===== src/rtl/gig_ram_wr_arb.sv =====
// ============================================================================
//  gig_ram_wr_arb : write-port arbiter for the Gigatron RAM port B.
//  The CPU has priority; loader writes are queued and drained in idle cycles.
//  Revision: 1.0
// ============================================================================
`default_nettype none

module gig_ram_wr_arb #(
    parameter  int DEPTH = 4,
    parameter  int AW    = 16,
    localparam int LW    = $clog2(DEPTH) + 1
) (
    input  logic          clock,
    input  logic          rst_n,
    input  logic          cpu_we,
    input  logic [AW-1:0] cpu_addr,
    input  logic [7:0]    cpu_data,
    input  logic          ld_valid,
    output logic          ld_ready,
    input  logic [AW-1:0] ld_addr,
    input  logic [7:0]    ld_data,
    input  logic          ld_flush,
    output logic          ram_we,
    output logic [AW-1:0] ram_addr,
    output logic [7:0]    ram_data,
    output logic [LW-1:0] level,
    output logic          busy,
    output logic [15:0]   conflicts
);

    localparam int PW = (DEPTH > 1) ? $clog2(DEPTH) : 1;

    logic [AW+7:0]  mem_q [DEPTH];
    logic [PW-1:0]  wr_ptr_q;
    logic [PW-1:0]  rd_ptr_q;
    logic [LW-1:0]  level_q;
    logic [LW-1:0]  level_d;
    logic [15:0]    conflicts_q;
    logic           ram_we_q;
    logic [AW-1:0]  ram_addr_q;
    logic [7:0]     ram_data_q;

    logic           w_not_empty;
    logic           w_push;
    logic           w_pop;
    logic [AW+7:0]  w_head;

    assign w_not_empty = (level_q != '0);
    // Ready looks only at the registered level, so a same-cycle pop never frees a slot.
    assign ld_ready    = (level_q != LW'(DEPTH)) && !ld_flush;
    assign w_push      = ld_valid && ld_ready;
    assign w_pop       = !cpu_we && w_not_empty && !ld_flush;
    assign w_head      = mem_q[rd_ptr_q];

    always_comb begin
        level_d = level_q;
        if (ld_flush) begin
            level_d = '0;
        end else if (w_push && !w_pop) begin
            level_d = level_q + LW'(1);
        end else if (!w_push && w_pop) begin
            level_d = level_q - LW'(1);
        end
    end

    // Storage needs no reset: level_q alone decides which slots are live.
    always_ff @(posedge clock) begin
        if (w_push) begin
            mem_q[wr_ptr_q] <= {ld_addr, ld_data};
        end
    end

    always_ff @(posedge clock or negedge rst_n) begin
        if (!rst_n) begin
            wr_ptr_q <= '0;
            rd_ptr_q <= '0;
            level_q  <= '0;
        end else begin
            level_q <= level_d;
            if (w_push) begin
                wr_ptr_q <= wr_ptr_q + PW'(1);
            end
            if (ld_flush) begin
                rd_ptr_q <= wr_ptr_q;
            end else if (w_pop) begin
                rd_ptr_q <= rd_ptr_q + PW'(1);
            end
        end
    end

    always_ff @(posedge clock or negedge rst_n) begin
        if (!rst_n) begin
            conflicts_q <= '0;
        end else if (cpu_we && w_not_empty && (conflicts_q != 16'hFFFF)) begin
            conflicts_q <= conflicts_q + 16'd1;
        end
    end

    // Idle cycles keep the last address/data so port B sees no needless toggling.
    always_ff @(posedge clock or negedge rst_n) begin
        if (!rst_n) begin
            ram_we_q   <= 1'b0;
            ram_addr_q <= '0;
            ram_data_q <= '0;
        end else if (cpu_we) begin
            ram_we_q   <= 1'b1;
            ram_addr_q <= cpu_addr;
            ram_data_q <= cpu_data;
        end else if (w_pop) begin
            ram_we_q   <= 1'b1;
            ram_addr_q <= w_head[AW+7:8];
            ram_data_q <= w_head[7:0];
        end else begin
            ram_we_q   <= 1'b0;
        end
    end

    assign ram_we    = ram_we_q;
    assign ram_addr  = ram_addr_q;
    assign ram_data  = ram_data_q;
    assign level     = level_q;
    assign busy      = w_not_empty;
    assign conflicts = conflicts_q;

endmodule

`default_nettype wire


===== config.mk =====
export PLATFORM = sky130hd
export DESIGN_NAME = gig_ram_wr_arb
export DESIGN_NICKNAME = d
export VERILOG_FILES = /design/src/rtl/gig_ram_wr_arb.sv
export SDC_FILE = /design/constraint.sdc
export NUM_CORES = 1
export LEC_CHECK = 0
export ABC_CLOCK_PERIOD_IN_PS = 6300
export BUFFER_PORTS_ARGS = -buffer_cell sky130_fd_sc_hd__buf_2
export CAP_MARGIN = 20
export CORE_MARGIN = 4
export CORE_UTILIZATION = 50
export CTS_CLUSTER_DIAMETER = 200
export DETAILED_ROUTE_END_ITERATION = 10
export PLACE_DENSITY = 0.71
export RECOVER_POWER = 25
export SETUP_SLACK_MARGIN = 0.5
export SYNTH_ARGS = -nofsm -noshare
export SYNTH_HDL_FRONTEND = slang
export SYNTH_SLANG_ARGS = --single-unit

===== constraint.sdc =====
create_clock -name clock -period 6.3 [get_ports clock]
set_input_delay 1.575 -clock clock [delete_from_list [all_inputs] [get_ports clock]]
set_output_delay 1.575 -clock clock [all_outputs]
set_load 0.1 [all_outputs]

==> results of run 1 <==
==> cell usage after synthesis (all sizes together) <==
cell type	count	share of area, %
edfxtp	96	47
nand2	56	3.5
dfrtp	48	20
inv	31	1.9
mux4	24	8.8
o311ai	24	3.4
buf	17	2.1
nand3	11	1.2
nor2	9	0.63
xnor2	9	1.3
a21oi	8	0.83
xor2	7	1.0
clkbuf	6	0.37
and2	5	0.51
and4	5	0.85
ha	5	1.0
nor3	5	0.75
and3	4	0.51
nand4	4	0.41
o21ai	4	0.33
mux2	3	0.61
nand2b	3	0.31
nand3b	2	0.24
nor3b	2	0.24
nor4b	2	0.39
or3	2	0.20
a311oi	1	0.14
a31oi	1	0.10
a41oi	1	0.14
fa	1	0.33
mux2i	1	0.16
nand4bb	1	0.18
nor2b	1	0.10
nor4	1	0.35
o31a	1	0.28
o31ai	1	0.20
or2	1	0.10
or3b	1	0.14
==> path summary, 6_finish.rpt <==
kind | startpoint | endpoint | cells after the start
max | ld_flush | ld_ready | 3
min | conflicts[9]$_DFFE_PN0P_ | conflicts[9]$_DFFE_PN0P_ | 1
max reg2reg | level[1]$_DFFE_PN0P_ | level[2]$_DFFE_PN0P_ | 8
min reg2reg | conflicts[9]$_DFFE_PN0P_ | conflicts[9]$_DFFE_PN0P_ | 1
max in group asynchronous | rst_n | rd_ptr_q[0]$_DFFE_PN0P_ | 2
min in group asynchronous | rst_n | ram_addr[9]$_DFFE_PN0P_ | 1
==> cell families after synthesis <==
kind of cell | after synthesis
buf+inv | 54
mux | 28
simple gates | 115
flops | 144
xor+xnor | 16
compound gates | 41
fa+ha+maj | 6
==> cell type report <==
type,count,area (um^2),area share [%]
flip-flops and latches,144,4085,55.73
multi-input cells,206,1807,24.65
repair buffers,106,524.3,7.151
clock buffers,21,450.4,6.144
well taps,147,183.9,2.509
clock inverters,11,163.9,2.236
inverters,31,116.4,1.587
==> worst max-delay path: stages <==
cell	delay, ps
buf_2	180
a21oi_1	190
buf_2	460
==> per-stage QoR <==
stage	power, mW	std cells	area [um^2]	hold WS (ps)
2_1_floorplan	2.188	404	6150	508.8
3_3_place_gp	2.365	634	6743	509.4
3_5_place_dp	2.390	634	6743	526.1
4_1_cts	3.435	666	7357	537.6
5_1_grt	3.551	666	7331	563.2
6_report	3.405	666	7331	529.6
==> where the power goes <==
group	leakage (nW)	total (mW)	switching (mW)	internal [mW]
clock network	0.287	1.04	0.373	0.670
logic	1.11	1.07	0.769	0.305
registers	1.47	1.29	0.136	1.15
==> state kept, by name, summed over array words and instances, names as in the netlist <==
signal / flops
mem_q: 96
conflicts: 16
ram_addr: 16
ram_data: 8
level: 3
rd_ptr_q: 2
wr_ptr_q: 2
ram_we: 1
==> routing by layer <==
metal  GRT usage [%]  part of all wire (%)  vias to the layer above
met1           24.37                    43                     1837
met5               0                     0                        -
met4           7.096                   1.6                        0
met2           30.37                    51                      101
met3           4.084                   4.7                       13
li1                -                     -                     1708
==> results.yml, run 1 <==
grt:
  grt_max_degree: 67
  antenna_found_initial: 0
  grt_first_pass_wirelength_um: 20270
  grt.total_usage_pct: 18.54
  grt_pass1_vias: 3844
  overflow: 0
clock_network:
  cts-buffers-inserted: 17
  htreeDepth: 4
  clock_tree.buffer_depth: 2
  cts.clk_slew.worst_paths_ps: 50
  cts_num_sinks: 144
  insertion_delay_ps: 410
  hold_buffers: 0
  postCtsSetupBuffers: 0
  cts_tree: "done"
  cts_root_buffer: "clkbuf_16"
  cts_resized: 0
sta:
  period_share_pct: 63.25
  fin_tns_setup_ps: 0
  timing.final.ws_setup_ps: 2315
  maxSlewViolCount: 0
  finalHoldViolCount: 0
  finalSetupViolCount: 0
  relSlewSlack_pct: 42.46
  final.setup_skew_ps: 6.060
  fmax_mhz: 251.0
  rsz0062_at_grt: "no"
  fin_crit_ps: 3985
  worst_pin_slew_ps: 863.1
route:
  viasPerCell: 5.494
  post_drt_wl_per_cell_um: 18.53
  ant_nets: 0
  via_count: 3659
  drc: 0
  drt_first_pass_iters: 5
  first_iter_violations: 203
  routed_wl_um: 12340
placed_design:
  hpwl_um: 7743
  pre_cts_ws_ps: 2332
  portBuffers: 98
  gp_congestion: 0.8560
logic_synthesis:
  synthAdderAreaFrac_pct: 1.343
  synth-xor-area-share_pct: 2.279
  syn_nets: 463
  synthCells: 404
  ys_seq_elements: 144
  synthesis.area_um2: 6150
  synth_top_family_by_area: "simple AND/OR/NAND/NOR gates"
  yosys_warnings: 0
  yosysUniqueCellTypes: 54
  ys_seq_area_share_pct: 66.41
  synthSimpleGateAreaFrac_pct: 10.64
  syn_avg_cell_area_um2: 15.22
  synth.area.mux_share_pct: 9.563
  synth-compound-area-share_pct: 5.453
die:
  ios: 99
  dieArea_um2: 14140
  die_h_um: 118.9
  rows: 40
  initial_utilization_pct: 51.20
  coreArea_um2: 12010
  die_w_um: 118.9
worst_setup_path:
  worst_ep_required_time_ps: 4720
  rrSetupSlack_ps: 4060
  crit_arrival_ps: 2410
  criticalPathCategory: "in2out"
  end_kind: "primary output"
  cp_max_fo: 11
  startpoint_type: "input pin"
outcome:
  status: "complete, no violations"
final_layout:
  area_growth_pct: 19.21
  drive_above_1_share_pct: 30.44
  fin_util_pct: 61.03
  n_antenna_cell: 0
  layout.nets: 565
  layout_commonest_cell: "edfxtp_1"
  layout_common_cells: "edfxtp_1 (96), buf_2 (77), nand2_1 (55), dfrtp_1 (47), inv_1 (31)"
  nFillCells: 906
min_path:
  hold_class: "reg2reg"
power:
  irDropWorstVdd_mv: 0.2784
  p_leak_nw: 2.860
  power_density_nw_per_um2: 464.5
job:
  max_cap_viol_count: 0
Power figures use the tool's default switching activity.
==> run 2: changes to the inputs <==
--- a/config.mk
+++ b/config.mk
@@ -5,14 +5,14 @@
 export SDC_FILE = /design/constraint.sdc
 export NUM_CORES = 1
 export LEC_CHECK = 0
-export ABC_CLOCK_PERIOD_IN_PS = 6300
+export ABC_CLOCK_PERIOD_IN_PS = 3300
 export BUFFER_PORTS_ARGS = -buffer_cell sky130_fd_sc_hd__buf_2
 export CAP_MARGIN = 20
 export CORE_MARGIN = 4
 export CORE_UTILIZATION = 50
 export CTS_CLUSTER_DIAMETER = 200
 export DETAILED_ROUTE_END_ITERATION = 10
-export PLACE_DENSITY = 0.71
+export PLACE_DENSITY = 0.74
 export RECOVER_POWER = 25
 export SETUP_SLACK_MARGIN = 0.5
 export SYNTH_ARGS = -nofsm -noshare
==> constraint.sdc (replaced) <==
create_clock -name clock -period 3.3 [get_ports clock]
set_input_delay 0.825 -clock clock [delete_from_list [all_inputs] [get_ports clock]]
set_output_delay 0.825 -clock clock [all_outputs]
set_load 0.1 [all_outputs]
==> run 2 against run 1 <==
Net effect: die area stayed put; critical endpoint is now busy; critical path type is now reg2out; core utilization rose by 0.57 points; cell count is the same; sequential cell count did not move.
==> results.yml, run 2 (synthesis results as in run 1) <==
outcome:
  status: "complete, no violations"
route:
  ant_nets: 0
  first_iter_violations: 282
  drc: 0
  post_drt_wl_per_cell_um: 18.25
  drt_first_pass_iters: 4
  routed_wl_um: 12160
  via_count: 3696
  viasPerCell: 5.550
final_layout:
  n_antenna_cell: 0
  layout.nets: 566
  layout_commonest_cell: "edfxtp_1"
  drive_above_1_share_pct: 30.44
  largest_register_ffs: 96
  nFillCells: 911
  layout_common_cells: "edfxtp_1 (96), buf_2 (74), nand2_1 (55), dfrtp_1 (47), inv_1 (31)"
  seq_area_um2: 4085
  multi_input_area_um2: 1818
  fin_util_pct: 61.60
  area_growth_pct: 20.33
  regMostFlops: "mem_q"
grt:
  grt.total_usage_pct: 18.50
  grt_max_degree: 66
  antenna_found_initial: 1
  overflow: 0
  grt_pass1_vias: 3910
  grt_first_pass_wirelength_um: 20190
die:
  die_h_um: 118.9
  dieArea_um2: 14140
  ios: 99
  die_w_um: 118.9
  coreArea_um2: 12010
  initial_utilization_pct: 51.20
  rows: 40
worst_setup_path:
  startpoint_type: "register"
  worst_ep_required_time_ps: 2470
  cp_slowest_cell: "dfrtp_1"
  crit_arrival_ps: 1740
  path_cells: "nor3_4, inv_1, buf_2"
  startpoint: "level[2]$_DFFE_PN0P_"
  criticalPathCategory: "reg2out"
  end_kind: "primary output"
  cp_max_fo: 13
  slowest_delay_ps: 710
  r2r-start: "level[2]$_DFFE_PN0P_"
power:
  p_int_mw: 4.185
  clkPwrFrac_pct: 31.8
  combPwrFrac_pct: 31.0
  power_density_nw_per_um2: 892.4
  switching_share_pct: 36.62
  p_leak_nw: 2.885
  p_sw_mw: 2.418
  irDropWorstVdd_mv: 0.4458
  sequentialPowerShare_pct: 37.2
clock_network:
  cts_num_sinks: 144
  clock_tree.buffer_depth: 2
  cts.clk_slew.worst_paths_ps: 60
  cts_resized: 0
  cts_root_buffer: "clkbuf_16"
  insertion_delay_ps: 410
  postCtsSetupBuffers: 0
  hold_buffers: 0
  htreeDepth: 4
  cts-buffers-inserted: 17
  cts_tree: "done"
sta:
  period_share_pct: 77.80
  worst_pin_slew_ps: 909.4
  fmax_mhz: 389.5
  final.setup_skew_ps: 5.621
  fin_tns_setup_ps: 0
  timing.hold.ws_ps: 397.4
  fin_crit_ps: 2567
  finalSetupViolCount: 0
  finalHoldViolCount: 0
  relSlewSlack_pct: 39.38
  maxSlewViolCount: 0
  rsz0062_at_grt: "no"
placed_design:
  hpwl_um: 7795
  gp_congestion: 0.8097
  portBuffers: 98
job:
  max_cap_viol_count: 0
min_path:
  hold_class: "in2async"
==> run 2: cell types whose count changed in the layout (fill, tap and decap cells not counted), sizes merged <==
| cell | before | now |
|---|---|---|
| buf | 85 | 83 |
| clkinvlp | 4 | 3 |
| bufinv | 4 | 5 |
| clkinv | 3 | 1 |
| clkbuf | 42 | 46 |
==> run 2: layer usage <==
metal  up-vias  wire length (um)  global-route usage, %
met5         -                13                      0
met4         2               186                  7.241
met3        19               688                  5.223
met2       108              5981                  29.63
met1      1853              5285                  24.12
li1       1714                 -                      -
==> run 2: power groups by stage <==
stage	clock [mW]	sequential [mW]	combinational (mW)
finish	2.10	2.46	2.05
global placement	0	2.48	2.03
floorplan	0	3.20	0.984
global route	2.22	2.50	2.17
detailed placement	0	2.50	2.06
CTS	2.13	2.47	2.07
==> run 2: path summary, 6_finish.rpt <==
check	to	slack, ps	depth (start not counted)
max in group asynchronous	rd_ptr_q[0]$_DFFE_PN0P_	2340	2
worst max register to register	level[2]$_DFFE_PN0P_	950	8
worst min register to register	conflicts[9]$_DFFE_PN0P_	520	1
min in group clock	conflicts[9]$_DFFE_PN0P_	520	1
worst min-delay path	conflicts[13]$_DFFE_PN0P_	400	1
worst max-delay path	busy	730	3
==> run 2: final cells by class <==
| type | instances | area share, % |
|---|---|---|
| Clock buffer | 22 | 6.409 |
| Multi-Input combinational cell | 206 | 24.57 |
| Tap cell | 147 | 2.486 |
| Inverter | 31 | 1.573 |
| Timing Repair Buffer | 107 | 7.305 |
| Clock inverter | 9 | 2.452 |
| Sequential cell | 144 | 55.21 |
==> run 2: stage by stage <==
step | cells | setup slack, ps | power, mW | cell area (um^2)
2_1_floorplan | 404 | 597.8 | 4.184 | 6161
3_3_place_gp | 634 | 675.4 | 4.515 | 6754
3_5_place_dp | 635 | 604.3 | 4.557 | 6774
4_1_cts | 666 | 703.7 | 6.673 | 7430
5_1_grt | 666 | 650.9 | 6.891 | 7400
6_report | 666 | 732.7 | 6.603 | 7400
==> run 2: worst max-delay path: cells and delay by family, from the launching register on <==
kind	cells	cell delay [ps]
buffers and inverters	2	500
DFF	1	710
and+or+nand+nor	1	120
